[src/rtl/keypad_matrix_emulator.sv]
// Behavioural 4x4 membrane keypad: queued key codes are held down for HOLD_CYC
// cycles, then released for GAP_CYC cycles, answering the scanner's column strobes.
module keypad_matrix_emulator #(
    parameter int unsigned DEPTH    = 4,
    parameter int unsigned HOLD_CYC = 8,
    parameter int unsigned GAP_CYC  = 8
) (
    input  logic                         clk,
    input  logic                         rst_n,
    input  logic [3:0]                   col,
    output logic [3:0]                   fila,
    input  logic [3:0]                   key_in,
    input  logic                         key_valid,
    output logic                         key_ready,
    output logic                         busy,
    output logic                         key_done,
    output logic [$clog2(DEPTH+1)-1:0]   level
);

    localparam int unsigned LVL_W   = $clog2(DEPTH + 1);
    localparam int unsigned PTR_W   = $clog2(DEPTH);
    localparam int unsigned CNT_MAX = (HOLD_CYC > GAP_CYC) ? HOLD_CYC : GAP_CYC;
    localparam int unsigned CNT_W   = $clog2(CNT_MAX);

    typedef enum logic [1:0] {
        IDLE    = 2'd0,
        PRESS   = 2'd1,
        RELEASE = 2'd2
    } state_e;

    state_e             state_q, state_d;
    logic [CNT_W-1:0]   cnt_q, cnt_d;
    logic [3:0]         cur_key_q, cur_key_d;
    logic               key_done_q, key_done_d;
    logic [PTR_W-1:0]   wr_ptr_q, wr_ptr_d;
    logic [PTR_W-1:0]   rd_ptr_q, rd_ptr_d;
    logic [LVL_W-1:0]   count_q, count_d;
    logic [3:0]         mem_q [DEPTH];
    logic               push_c;
    logic               pop_c;
    logic [3:0]         key_col_c;
    logic [3:0]         key_row_c;

    // Next-state: FIFO bookkeeping and press/release sequencing.
    always_comb begin
        state_d    = state_q;
        cnt_d      = cnt_q;
        cur_key_d  = cur_key_q;
        key_done_d = 1'b0;
        pop_c      = 1'b0;
        push_c     = key_valid && (count_q != LVL_W'(DEPTH));

        case (state_q)
            IDLE: begin
                if (count_q != '0) begin
                    pop_c     = 1'b1;
                    cur_key_d = mem_q[rd_ptr_q];
                    cnt_d     = CNT_W'(HOLD_CYC - 1);
                    state_d   = PRESS;
                end
            end
            PRESS: begin
                if (cnt_q == '0) begin
                    key_done_d = 1'b1;
                    cnt_d      = CNT_W'(GAP_CYC - 1);
                    state_d    = RELEASE;
                end else begin
                    cnt_d = cnt_q - CNT_W'(1);
                end
            end
            RELEASE: begin
                if (cnt_q != '0) begin
                    cnt_d = cnt_q - CNT_W'(1);
                end else if (count_q != '0) begin
                    pop_c     = 1'b1;
                    cur_key_d = mem_q[rd_ptr_q];
                    cnt_d     = CNT_W'(HOLD_CYC - 1);
                    state_d   = PRESS;
                end else begin
                    state_d = IDLE;
                end
            end
            default: state_d = IDLE;
        endcase

        wr_ptr_d = push_c ? wr_ptr_q + PTR_W'(1) : wr_ptr_q;
        rd_ptr_d = pop_c  ? rd_ptr_q + PTR_W'(1) : rd_ptr_q;
        case ({push_c, pop_c})
            2'b10:   count_d = count_q + LVL_W'(1);
            2'b01:   count_d = count_q - LVL_W'(1);
            default: count_d = count_q;
        endcase
    end

    always_ff @(posedge clk or negedge rst_n) begin
        if (!rst_n) begin
            state_q    <= IDLE;
            cnt_q      <= '0;
            cur_key_q  <= '0;
            key_done_q <= 1'b0;
            wr_ptr_q   <= '0;
            rd_ptr_q   <= '0;
            count_q    <= '0;
        end else begin
            state_q    <= state_d;
            cnt_q      <= cnt_d;
            cur_key_q  <= cur_key_d;
            key_done_q <= key_done_d;
            wr_ptr_q   <= wr_ptr_d;
            rd_ptr_q   <= rd_ptr_d;
            count_q    <= count_d;
        end
    end

    // Storage needs no reset: occupancy gates every read.
    always_ff @(posedge clk) begin
        if (push_c) begin
            mem_q[wr_ptr_q] <= key_in;
        end
    end

    // Physical position of the held key on the membrane.
    always_comb begin
        key_col_c = 4'b0000;
        key_row_c = 4'b0000;
        case (cur_key_q)
            4'h1: begin key_col_c = 4'b0001; key_row_c = 4'b0001; end
            4'h4: begin key_col_c = 4'b0001; key_row_c = 4'b0010; end
            4'h7: begin key_col_c = 4'b0001; key_row_c = 4'b0100; end
            4'hF: begin key_col_c = 4'b0001; key_row_c = 4'b1000; end
            4'h2: begin key_col_c = 4'b0010; key_row_c = 4'b0001; end
            4'h5: begin key_col_c = 4'b0010; key_row_c = 4'b0010; end
            4'h8: begin key_col_c = 4'b0010; key_row_c = 4'b0100; end
            4'h0: begin key_col_c = 4'b0010; key_row_c = 4'b1000; end
            4'h3: begin key_col_c = 4'b0100; key_row_c = 4'b0001; end
            4'h6: begin key_col_c = 4'b0100; key_row_c = 4'b0010; end
            4'h9: begin key_col_c = 4'b0100; key_row_c = 4'b0100; end
            4'hE: begin key_col_c = 4'b0100; key_row_c = 4'b1000; end
            4'hA: begin key_col_c = 4'b1000; key_row_c = 4'b0001; end
            4'hB: begin key_col_c = 4'b1000; key_row_c = 4'b0010; end
            4'hC: begin key_col_c = 4'b1000; key_row_c = 4'b0100; end
            default: begin key_col_c = 4'b1000; key_row_c = 4'b1000; end
        endcase
    end

    // Rows answer the strobe in the same cycle; any non-matching column reads released.
    assign fila      = ((state_q == PRESS) && (col == key_col_c)) ? key_row_c : 4'b0000;
    assign key_ready = (count_q != LVL_W'(DEPTH));
    assign busy      = (state_q != IDLE) || (count_q != '0);
    assign key_done  = key_done_q;
    assign level     = count_q;

endmodule

[config.mk]
export PLATFORM = sky130hd
export DESIGN_NAME = keypad_matrix_emulator
export DESIGN_NICKNAME = d
export VERILOG_FILES = /design/src/rtl/keypad_matrix_emulator.sv
export SDC_FILE = /design/constraint.sdc
export NUM_CORES = 1
export LEC_CHECK = 0
export BUFFER_PORTS_ARGS = -buffer_cell sky130_fd_sc_hd__buf_4
export CAP_MARGIN = 20
export CORE_ASPECT_RATIO = 1.4
export CORE_MARGIN = 3
export CORE_UTILIZATION = 62
export DETAILED_ROUTE_END_ITERATION = 12
export PLACE_DENSITY = 0.89
export SYNTH_ARGS = -nofsm -noshare
export SYNTH_HDL_FRONTEND = slang
export SYNTH_SLANG_ARGS = --single-unit
[constraint.sdc]
create_clock -name clk -period 3.53 [get_ports clk]
set_input_delay 0 -clock clk [delete_from_list [all_inputs] [get_ports clk]]
set_output_delay 0 -clock clk [all_outputs]
set_load 0.03 [all_outputs]
==> flow_summary.yaml, run 1 <==
status:
  status: "complete, no violations"
route:
  highest_layer: "met4"
  antenna_left: 0
  post_drt_wl_per_cell_um: 15.65
  vias_per_cell: 5.805
  drcViolationCount: 0
  vias: 1399
  wl_met3_um: 170
  routed_wl_mm: 3.772
  drtIter0Drc: 47
  first_pass_iters: 4
  wl_met1_mm: 1.407
  dr_wl_met2_mm: 2.075
floorplan:
  die_w_um: 52.93
  ios: 21
  core_um2: 2907
  start_util_pct: 65.78
  chipHeight_um: 71.71
  rows: 23
  dieArea_um2: 3795
clock_tree:
  cts_tree: "yes"
  h-tree-depth: 2
  cts_setup_buffers: 0
  clockBufferDepth: 2
  cts_root_buf: "clkbuf_8"
  clk_latency_ns: 0.28
  hold_buffers: 5
  path_clk_slew_ns: 0.06
  cts_buffers: 5
  cts_sinks: 33
  cts-resized-gates: 0
placed_design:
  portBuffers: 20
  placed_cells: 228
  hpwl_mm: 2.859
  place.gp.congestion: 0.8258
sta:
  fin_crit_sh_pct: 75.93
  setup_violations: 0
  fin_crit_ns: 2.680
  tns_ns: 0
  worst_slew_pin_slew_ns: 0.7759
  max_freq_mhz: 373.1
  hold_viol_final: 0
  slew_headroom_pct: 47.87
  rsz0062_at_grt: "no"
  drv_slew: 0
  skew_ns: 0.005196
power:
  irDropWorstVdd_v: 0.0007956
  leakage_uw: 0.0009696
  p_total_uw: 2036
  p_per_area_nw_per_um2: 905.0
layout:
  regArea_um2: 905.9
  drive_above_1_share_pct: 17.16
  fin_cells: 241
  syn2layout_area_growth_pct: 17.67
  antennaDiodeCount: 0
  final_nets: 232
  fillers: 176
  multiInputGateArea_um2: 934.6
min_path:
  hold_path_class: "in -> async"
global_routing:
  grt_pass1_vias: 1453
  grt_max_degree: 18
  grt_usage_pct: 23.18
  grt_overflow: 0
  antenna_found_initial: 0
  grt_pass1_wl_mm: 6.389
synthesis:
  yosysWarningCount: 0
  synthArstFlopShare_pct: 51.52
  synth_edf_count: 16
  synth.distinct_cells: 35
  synth_area_per_cell_um2: 10.92
  syn_area_um2: 1912
  synth_nets: 204
  synth-seq-area-share_pct: 47.38
  ys_seq_elements: 33
  synth_flop_cell: "dfrtp_1"
  syn_inst: 175
flow_run:
  maxCapViolations: 0
setup_path:
  cp.arrival_ns: 2.87
  worst_setup_path_start_kind: "register"
  crit_type: "reg -> reg"
  critPathRequiredTime_ns: 3.72
  end_kind: "register"
  critPathMaxFanout: 7
[cells in the final DEF, fill, tap and decap left out]
cell type,Yosys,final
edfxtp_1,16,16
nor4_2,1,1
ha_1,17,17
dfrtp_1,17,17
o21a_1,1,1
o21ai_0,10,10
a22oi_1,2,2
o41ai_1,1,1
a211oi_1,1,1
mux4_2,4,4
nand2_1,19,19
buf_4,0,20
mux2_2,3,3
nor3_1,4,4
dlygate4sd3_1,0,5
nor4bb_1,1,1
clkbuf_1,4,1
o221ai_1,1,1
o32a_1,1,1
nand3_1,2,2
nor4_1,1,1
xor2_1,7,7
inv_1,15,15
xnor2_1,6,6
clkinv_1,0,1
nor2_1,13,13
a21oi_1,9,9
or3b_1,1,1
clkbuf_8,0,5
a2bb2oi_1,1,1
fa_1,1,1
o22a_4,1,1
bufinv_16,0,1
and3_1,4,4
nor2b_1,2,2
o2bb2ai_1,1,1
nand2b_1,4,4
and2_1,2,2
a31oi_1,1,1
nor3b_1,1,1
[logic make-up (layout without fill, tap and decap cells)]
kind of cell | Yosys count | count (layout) | share of synthesized area [%]
AO/OA/AOI/OAI | 30 | 30 | 10.14
adder cells (fa/ha/maj) | 18 | 18 | 12.17
XOR/XNOR | 13 | 13 | 5.956
multiplexers | 7 | 7 | 6.479
flip-flops | 33 | 33 | 47.38
buffers and inverters | 19 | 48 | 3.730
AND/OR/NAND/NOR | 55 | 55 | 14.14
[final timing paths]
kind                       slack, ns  cells past startpoint  startpoint      endpoint
setup / recovery                0.85                     11    cnt_q[0]      level[2]
max in group asynchronous       3.21                      2       rst_n      level[0]
min in group clk                0.14                      3   key_valid   wr_ptr_q[0]
setup reg to reg                0.85                     11    cnt_q[0]      level[2]
hold reg to reg                 0.51                      2    cnt_q[1]      cnt_q[1]
hold / removal                  0.12                      2       rst_n  cur_key_q[0]
[cell usage after synthesis (all sizes together) (6+ instances only)]
cell type | instances | share of area (%)
xnor2 | 6 | 2.7
o21ai | 10 | 2.6
dfrtp | 17 | 22
inv | 15 | 2.9
edfxtp | 16 | 25
nor2 | 13 | 2.6
ha | 17 | 11
a21oi | 9 | 2.4
xor2 | 7 | 3.2
nand2 | 19 | 3.7
[final cells by class]
class,instances,area share (%)
sequential,33,40.27
timing repair buffer,25,8.899
inverter,15,2.503
multi-input combinational,123,41.55
clock buffer,6,3.226
tap,37,2.058
clock inverter,2,1.502
[state kept, by name (all words and copies together), names as in the netlist]
name,count
mem_q,16
cur_key_q,4
cnt_q,3
level,3
rd_ptr_q,2
state_q,2
wr_ptr_q,2
key_done,1
[stage by stage]
stage | hold slack, ns | instance area, um^2 | setup WS (ns) | util, %
floorplan | -0.2956 | 1912 | 1.135 | -
global placement | -0.1205 | 2093 | 1.118 | 72.02
detailed placement | -0.1178 | 2093 | 0.9332 | 72.02
CTS | 0.1206 | 2250 | 0.8682 | 77.40
global route | 0.1260 | 2250 | 0.6068 | 77.40
finish | 0.1238 | 2250 | 0.8495 | 77.40
[critical path, stage by stage, from the launching register on]
cell,delay (ns)
dfrtp_1,0.39
inv_1,0.09
ha_1,0.20
nor2b_1,0.43
a21oi_1,0.13
nor2_1,0.20
ha_1,0.24
inv_1,0.07
fa_1,0.37
xor2_1,0.15
nor2_1,0.12
xor2_1,0.19
[power breakdown]
group          internal, uW  total [uW]  switching, uW  leakage (uW)
logic                   446        1010            563      0.000568
clock network           208         338            130     0.0000528
registers               541         689            148      0.000348
total                  1190        2040            841      0.000970
[layer usage]
layer / vias up / global-route usage, %
met1: 674 / 25.07
met3: 18 / 5.405
li1: 662 / -
met5: - / 0
met4: 0 / 10.51
met2: 45 / 41.44
Power figures use the tool's default switching activity.
==> run 2: changes to the inputs <==
- CORE_UTILIZATION: 62 -> 58
- PLACE_DENSITY: 0.89 -> 0.84
- clock period: 3.53 -> 2.65 ns (I/O delays scaled with it)
==> run 2 against run 1 <==
  * Clock power increased by 32%
  * Sequential power increased by 34%
  * Critical path depth unchanged
  * Routed wire length decreased by 2.0%
  * Worst setup slack got worse by 0.65 ns
  * Hold slack improved by 0.016 ns
  * Largest power group unchanged
==> flow_summary.yaml, run 2 (synthesis gave the netlist of run 1 again) <==
floorplan:
  core_um2: 3153
  die_w_um: 54.52
  start_util_pct: 60.63
  rows: 24
  chipHeight_um: 73.93
  ios: 21
  dieArea_um2: 4031
global_routing:
  grt_pass1_vias: 1355
  grt_overflow: 0
  grt_max_degree: 18
  grt_usage_pct: 20.34
  grt_pass1_wl_mm: 5.816
  antenna_found_initial: 0
power:
  p_int_uw: 1602
  irDropWorstVdd_v: 0.001019
  power_frac_comb_pct: 49.5
  leakage_uw: 0.0009802
  sequentialPowerShare_pct: 34.1
  pwr-share-clk_pct: 16.5
  switching_share_pct: 40.73
  p_switching_uw: 1101
  p_per_area_nw_per_um2: 1192
setup_path:
  worst_setup_path_start_kind: "register"
  end_kind: "register"
  cp.arrival_ns: 2.65
  crit_chain: "inv_1, ha_1, nor2b_1, a21oi_1, nor2_1, ha_1, inv_1, fa_1, xor2_1, nor2_1, xor2_1"
  critPathRequiredTime_ns: 2.85
  critPathBufInv: 2
  cp_slowest_cell: "dfrtp_1"
  critPathMaxFanout: 4
  crit_type: "reg -> reg"
  crit_family: "adder cells"
  cp_slowest_stage_delay_ns: 0.40
layout:
  syn2layout_area_growth_pct: 18.59
  final_cell_mix: "22 x buf_4, 19 x nand2_1, 17 x ha_1, 17 x dfrtp_1, 16 x edfxtp_1"
  reg_top3: "mem_q (16), cur_key_q (4)"
  largest_register: "mem_q"
  final_common_cell: "buf_4"
  antennaDiodeCount: 0
  drive_above_1_share_pct: 17.96
  stdcell_area_um2: 2267
  final_nets: 234
  largest_reg_flops: 16
  fillers: 222
flow_run:
  maxCapViolations: 0
sta:
  drv_slew: 0
  slew_headroom_pct: 66.23
  setup_violations: 0
  tns_ns: 0
  worst_slew_pin_slew_ns: 0.5066
  skew_ns: 0.003726
  hold_slack_ns: 0.1402
  fin_crit_sh_pct: 92.36
  fin_crit_ns: 2.448
  max_freq_mhz: 408.6
  hold_viol_final: 0
  rsz0062_at_grt: "no"
clock_tree:
  cts_root_buf: "clkbuf_8"
  cts_buffers: 5
  cts_setup_buffers: 0
  clockBufferDepth: 2
  path_clk_slew_ns: 0.06
  cts_sinks: 33
  clk_latency_ns: 0.28
  cts_tree: "yes"
  h-tree-depth: 2
route:
  post_drt_wl_per_cell_um: 15.09
  antenna_left: 0
  drtIter0Drc: 44
  vias: 1378
  routed_wl_mm: 3.697
  drcViolationCount: 0
  first_pass_iters: 4
  vias_per_cell: 5.624
placed_design:
  portBuffers: 20
  place.gp.congestion: 0.8085
  hpwl_mm: 2.872
  place_area_um2: 2111
min_path:
  hold_path_class: "in -> async"
status:
  status: "complete, no violations"
-- run 2: cell types whose count changed in the layout (fill, tap and decap cells not counted), sizes merged --
cell	change
buf	+2
-- run 2: cell type report --
class / instances / area, um^2 / share of cell area [%]
sequential: 33 / 905.9 / 39.96
clock inverter: 2 / 33.78 / 1.490
inverter: 15 / 56.30 / 2.483
multi-input combinational: 123 / 934.6 / 41.23
clock buffer: 6 / 72.57 / 3.201
timing repair buffer: 27 / 215.2 / 9.492
tap: 39 / 48.80 / 2.152
-- run 2: timing repair --
item	in CTS	in global routing
hold endpoints to repair	33	0
hold buffers	5	0
resized for setup	0	0
-- run 2: worst paths after layout --
kind	start	slack [ns]	end	cells after the start
setup / recovery	cnt_q[0]	0.20	level[2]	11
hold / removal	rst_n	0.14	rd_ptr_q[1]	2
setup reg to reg	cnt_q[0]	0.20	level[2]	11
hold reg to reg	cnt_q[1]	0.48	cnt_q[1]	2
max in group asynchronous	rst_n	2.32	rd_ptr_q[0]	2
min in group clk	key_valid	0.15	wr_ptr_q[0]	3
-- run 2: power groups by stage --
stage          registers, uW  clock network, uW  logic [uW]
5_1_grt                  950                470        1490
4_1_cts                  922                451        1340
3_3_place_gp             909                  0        1250
3_5_place_dp             932                  0        1320
2_1_floorplan            879                  0        1030
6_report                 921                445        1340
-- run 2: per-stage QoR --
step	utilization [%]	instances	total power [uW]	worst slack (ns)
6_report	71.90	245	2703	0.2023
3_3_place_gp	66.94	232	2155	0.4091
2_1_floorplan	-	175	1913	0.2551
3_5_place_dp	66.94	232	2257	0.2728
4_1_cts	71.90	245	2716	0.1870
5_1_grt	71.90	245	2911	0.007071
-- run 2: per-layer routing --
layer | part of all wire (%) | up-vias | GRT usage [%]
met4 | 2.1 | 0 | 8.587
li1 | - | 666 | -
met2 | 58 | 38 | 38.88
met5 | 0 | - | 0
met1 | 36 | 665 | 20.52
met3 | 3.9 | 9 | 3.607
==> run 3: changes to the inputs <==
- ABC_AREA: unset -> 1
- CORE_UTILIZATION: 58 -> 60
- CTS_BUF_LIST: unset -> sky130_fd_sc_hd__clkbuf_4
- PLACE_DENSITY: 0.84 -> 0.86
==> run 3 against run 2 <==
  * Flip-flop and latch count unchanged
  * Global-route usage increased by 0.40 points
  * Count of clock-buffer cells in the layout shrank 1
  * Design area down 1.2%
  * Core utilization up 2.9 points
  * Critical path type unchanged
  * Critical endpoint unchanged
  * Largest power group unchanged
==> flow_summary.yaml, run 3 <==
sta:
  skew_ns: 0.006813
  drv_slew: 0
  tns_ns: 0
  slew_headroom_pct: 66.57
  hold_viol_final: 0
  max_freq_mhz: 447.1
  fin_crit_ns: 2.236
  fin_crit_sh_pct: 84.39
  worst_slew_pin_slew_ns: 0.5014
  setup_violations: 0
  timing.final.ws_setup_ns: 0.4136
  rsz0062_at_grt: "no"
placed_design:
  place.gp.congestion: 0.8927
  portBuffers: 20
  hpwl_mm: 2.624
  pre_cts_ws_ns: 0.4404
setup_path:
  worstSetupStartpoint: "state_q[0]"
  crit_type: "reg -> reg"
  critPathRequiredTime_ns: 2.89
  critPathMaxFanout: 6
  rrSetupSlack_ns: 0.41
  worst_setup_path_start_kind: "register"
  crit_end: "level[2]"
  r2r_cells: 12
  rr_endpoint: "level[2]"
  end_kind: "register"
  worstReg2RegStart: "state_q[0]"
  cp.arrival_ns: 2.47
synthesis:
  syn_inst: 221
  yosys.area.top_type: "edfxtp_1"
  syn_area_um2: 1941
  synthArstFlopShare_pct: 51.52
  synthTopCellsByArea: "edfxtp_1 25%, dfrtp_1 22%, ha_1 11%, o21ai_0 8.3%, nand2_1 7.2%"
  yosysMostFrequentCell: "nand2_1"
  synth_compound_area_share_pct: 11.67
  yosys.area_share.simple_pct: 19.86
  netlist_top_cells_count: "37 x nand2_1, 32 x o21ai_0, 31 x inv_1, 29 x nor2_1"
  synth_area_per_cell_um2: 8.781
  synth_edf_count: 16
  synth-seq-area-share_pct: 46.68
  yosysWarningCount: 0
  synth.distinct_cells: 28
  ys_seq_elements: 33
  synth_top_area_share_pct: 24.76
  synthMuxAreaShare_pct: 0
  synth_nets: 250
  synth_top_family_by_area: "simple AND/OR/NAND/NOR gates"
  synth_flop_cell: "dfrtp_1"
  post_synth_xor_area_fraction_pct: 1.805
  synthAdderAreaFrac_pct: 11.99
power:
  leakage_uw: 0.001059
  irDropWorstVdd_v: 0.001087
  p_per_area_nw_per_um2: 1183
status:
  status: "complete, no violations"
layout:
  drive_above_1_share_pct: 16.40
  largest_reg_flops: 16
  largest_register: "mem_q"
  reg_top3: "mem_q (16), cur_key_q (4)"
  final_core_util_pct: 74.83
  final_common_cell: "nand2_1"
  syn2layout_area_growth_pct: 15.41
  final_nets: 278
  final_cell_mix: "37 x nand2_1, 32 x o21ai_0, 31 x inv_1"
  antennaDiodeCount: 0
floorplan:
  ios: 21
  die_w_um: 54.07
  rows: 23
  start_util_pct: 64.84
  chipHeight_um: 73.29
  core_um2: 2993
  dieArea_um2: 3962
clock_tree:
  cts_tree: "yes"
  cts_sinks: 33
  hold_buffers: 5
  clk_latency_ns: 0.34
  cts-resized-gates: 0
  clockBufferDepth: 2
  cts_setup_buffers: 0
  cts_root_buf: "clkbuf_4"
  path_clk_slew_ns: 0.11
  h-tree-depth: 2
  cts_buffers: 5
route:
  post_drt_wl_per_cell_um: 12.01
  drcViolationCount: 0
  vias: 1469
  antenna_left: 0
  first_pass_iters: 4
  drtIter0Drc: 26
  vias_per_cell: 5.118
  routed_wl_mm: 3.447
global_routing:
  antenna_found_initial: 0
  grt_pass1_vias: 1369
  grt_usage_pct: 20.73
  grt_pass1_wl_mm: 5.906
  grt_overflow: 0
  grt_max_degree: 18
flow_run:
  maxCapViolations: 0
min_path:
  hold_path_class: "in -> async"
-- run 3: cell count changes in the layout (fill, tap and decap cells not counted), moves of 5 or more --
cell	before	now
nor2_1	13	29
nand2_1	19	37
clkbuf_8	5	0
o21ai_0	10	32
inv_1	15	31
clkbuf_4	0	5
xor2_1	7	2
-- run 3: metrics by stage --
step	hold slack [ns]	cell area [um^2]	std cells	power, uW
after global placement	-0.1241	2106	274	2216
after detailed placement	-0.1245	2106	274	2266
after global routing	0.05833	2240	287	2930
final	0.04826	2240	287	2650
after floorplan	-0.2956	1941	221	1976
after CTS	0.04316	2240	287	2670
-- run 3: layout make-up --
cell class,count,area [um^2]
timing repair buffer,25,200.2
clock inverter,3,46.29
sequential,33,905.9
tap,37,46.29
inverter,33,123.9
multi-input combinational,151,879.6
clock buffer,5,37.54
fill,235,753.2
-- run 3: cells by family (layout without fill, tap and decap cells) --
family	after synthesis	count (layout)
and+or+nand+nor	86	86
AOI/OAI and AO/OA	43	43
buffers and inverters	37	66
DFF	33	33
adders and majority gates	18	18
xor gates and xnor gates	4	4
-- run 3: critical path: stages, from the launching register on --
cell      delay (ns)
dfrtp_1         0.43
inv_1           0.10
ha_1            0.25
inv_1           0.08
o21bai_1        0.14
nand2_1         0.08
inv_1           0.08
ha_1            0.14
inv_1           0.07
fa_1            0.39
a21oi_1         0.14
o21ai_0         0.11
xnor2_1         0.13
-- run 3: worst min path at each step --
stage                  endpoint   from  depth (start not counted)  slack [ns]
floorplan              cnt_q[0]  rst_n                          0       -0.30
global placement    wr_ptr_q[0]  rst_n                          1       -0.12
detailed placement  wr_ptr_q[0]  rst_n                          1       -0.12
CTS                    cnt_q[0]  rst_n                          2        0.04
global route           level[1]  rst_n                          2        0.06
finish                 cnt_q[0]  rst_n                          2        0.05
-- run 3: routing by layer --
layer / wire [um] / global-route usage, % / vias up
met5: 0 / 0 / -
met4: 59 / 8.033 / 0
met3: 117 / 4.868 / 6
met2: 1891 / 37.74 / 22
met1: 1378 / 22.31 / 667
li1: - / - / 774
-- run 3: power by group --
part           leakage [uW]  internal, uW  switching, uW
Combinational      0.000669           516            865
Sequential         0.000348           724            164
Clock             0.0000414           200            182
Total               0.00106          1440           1210
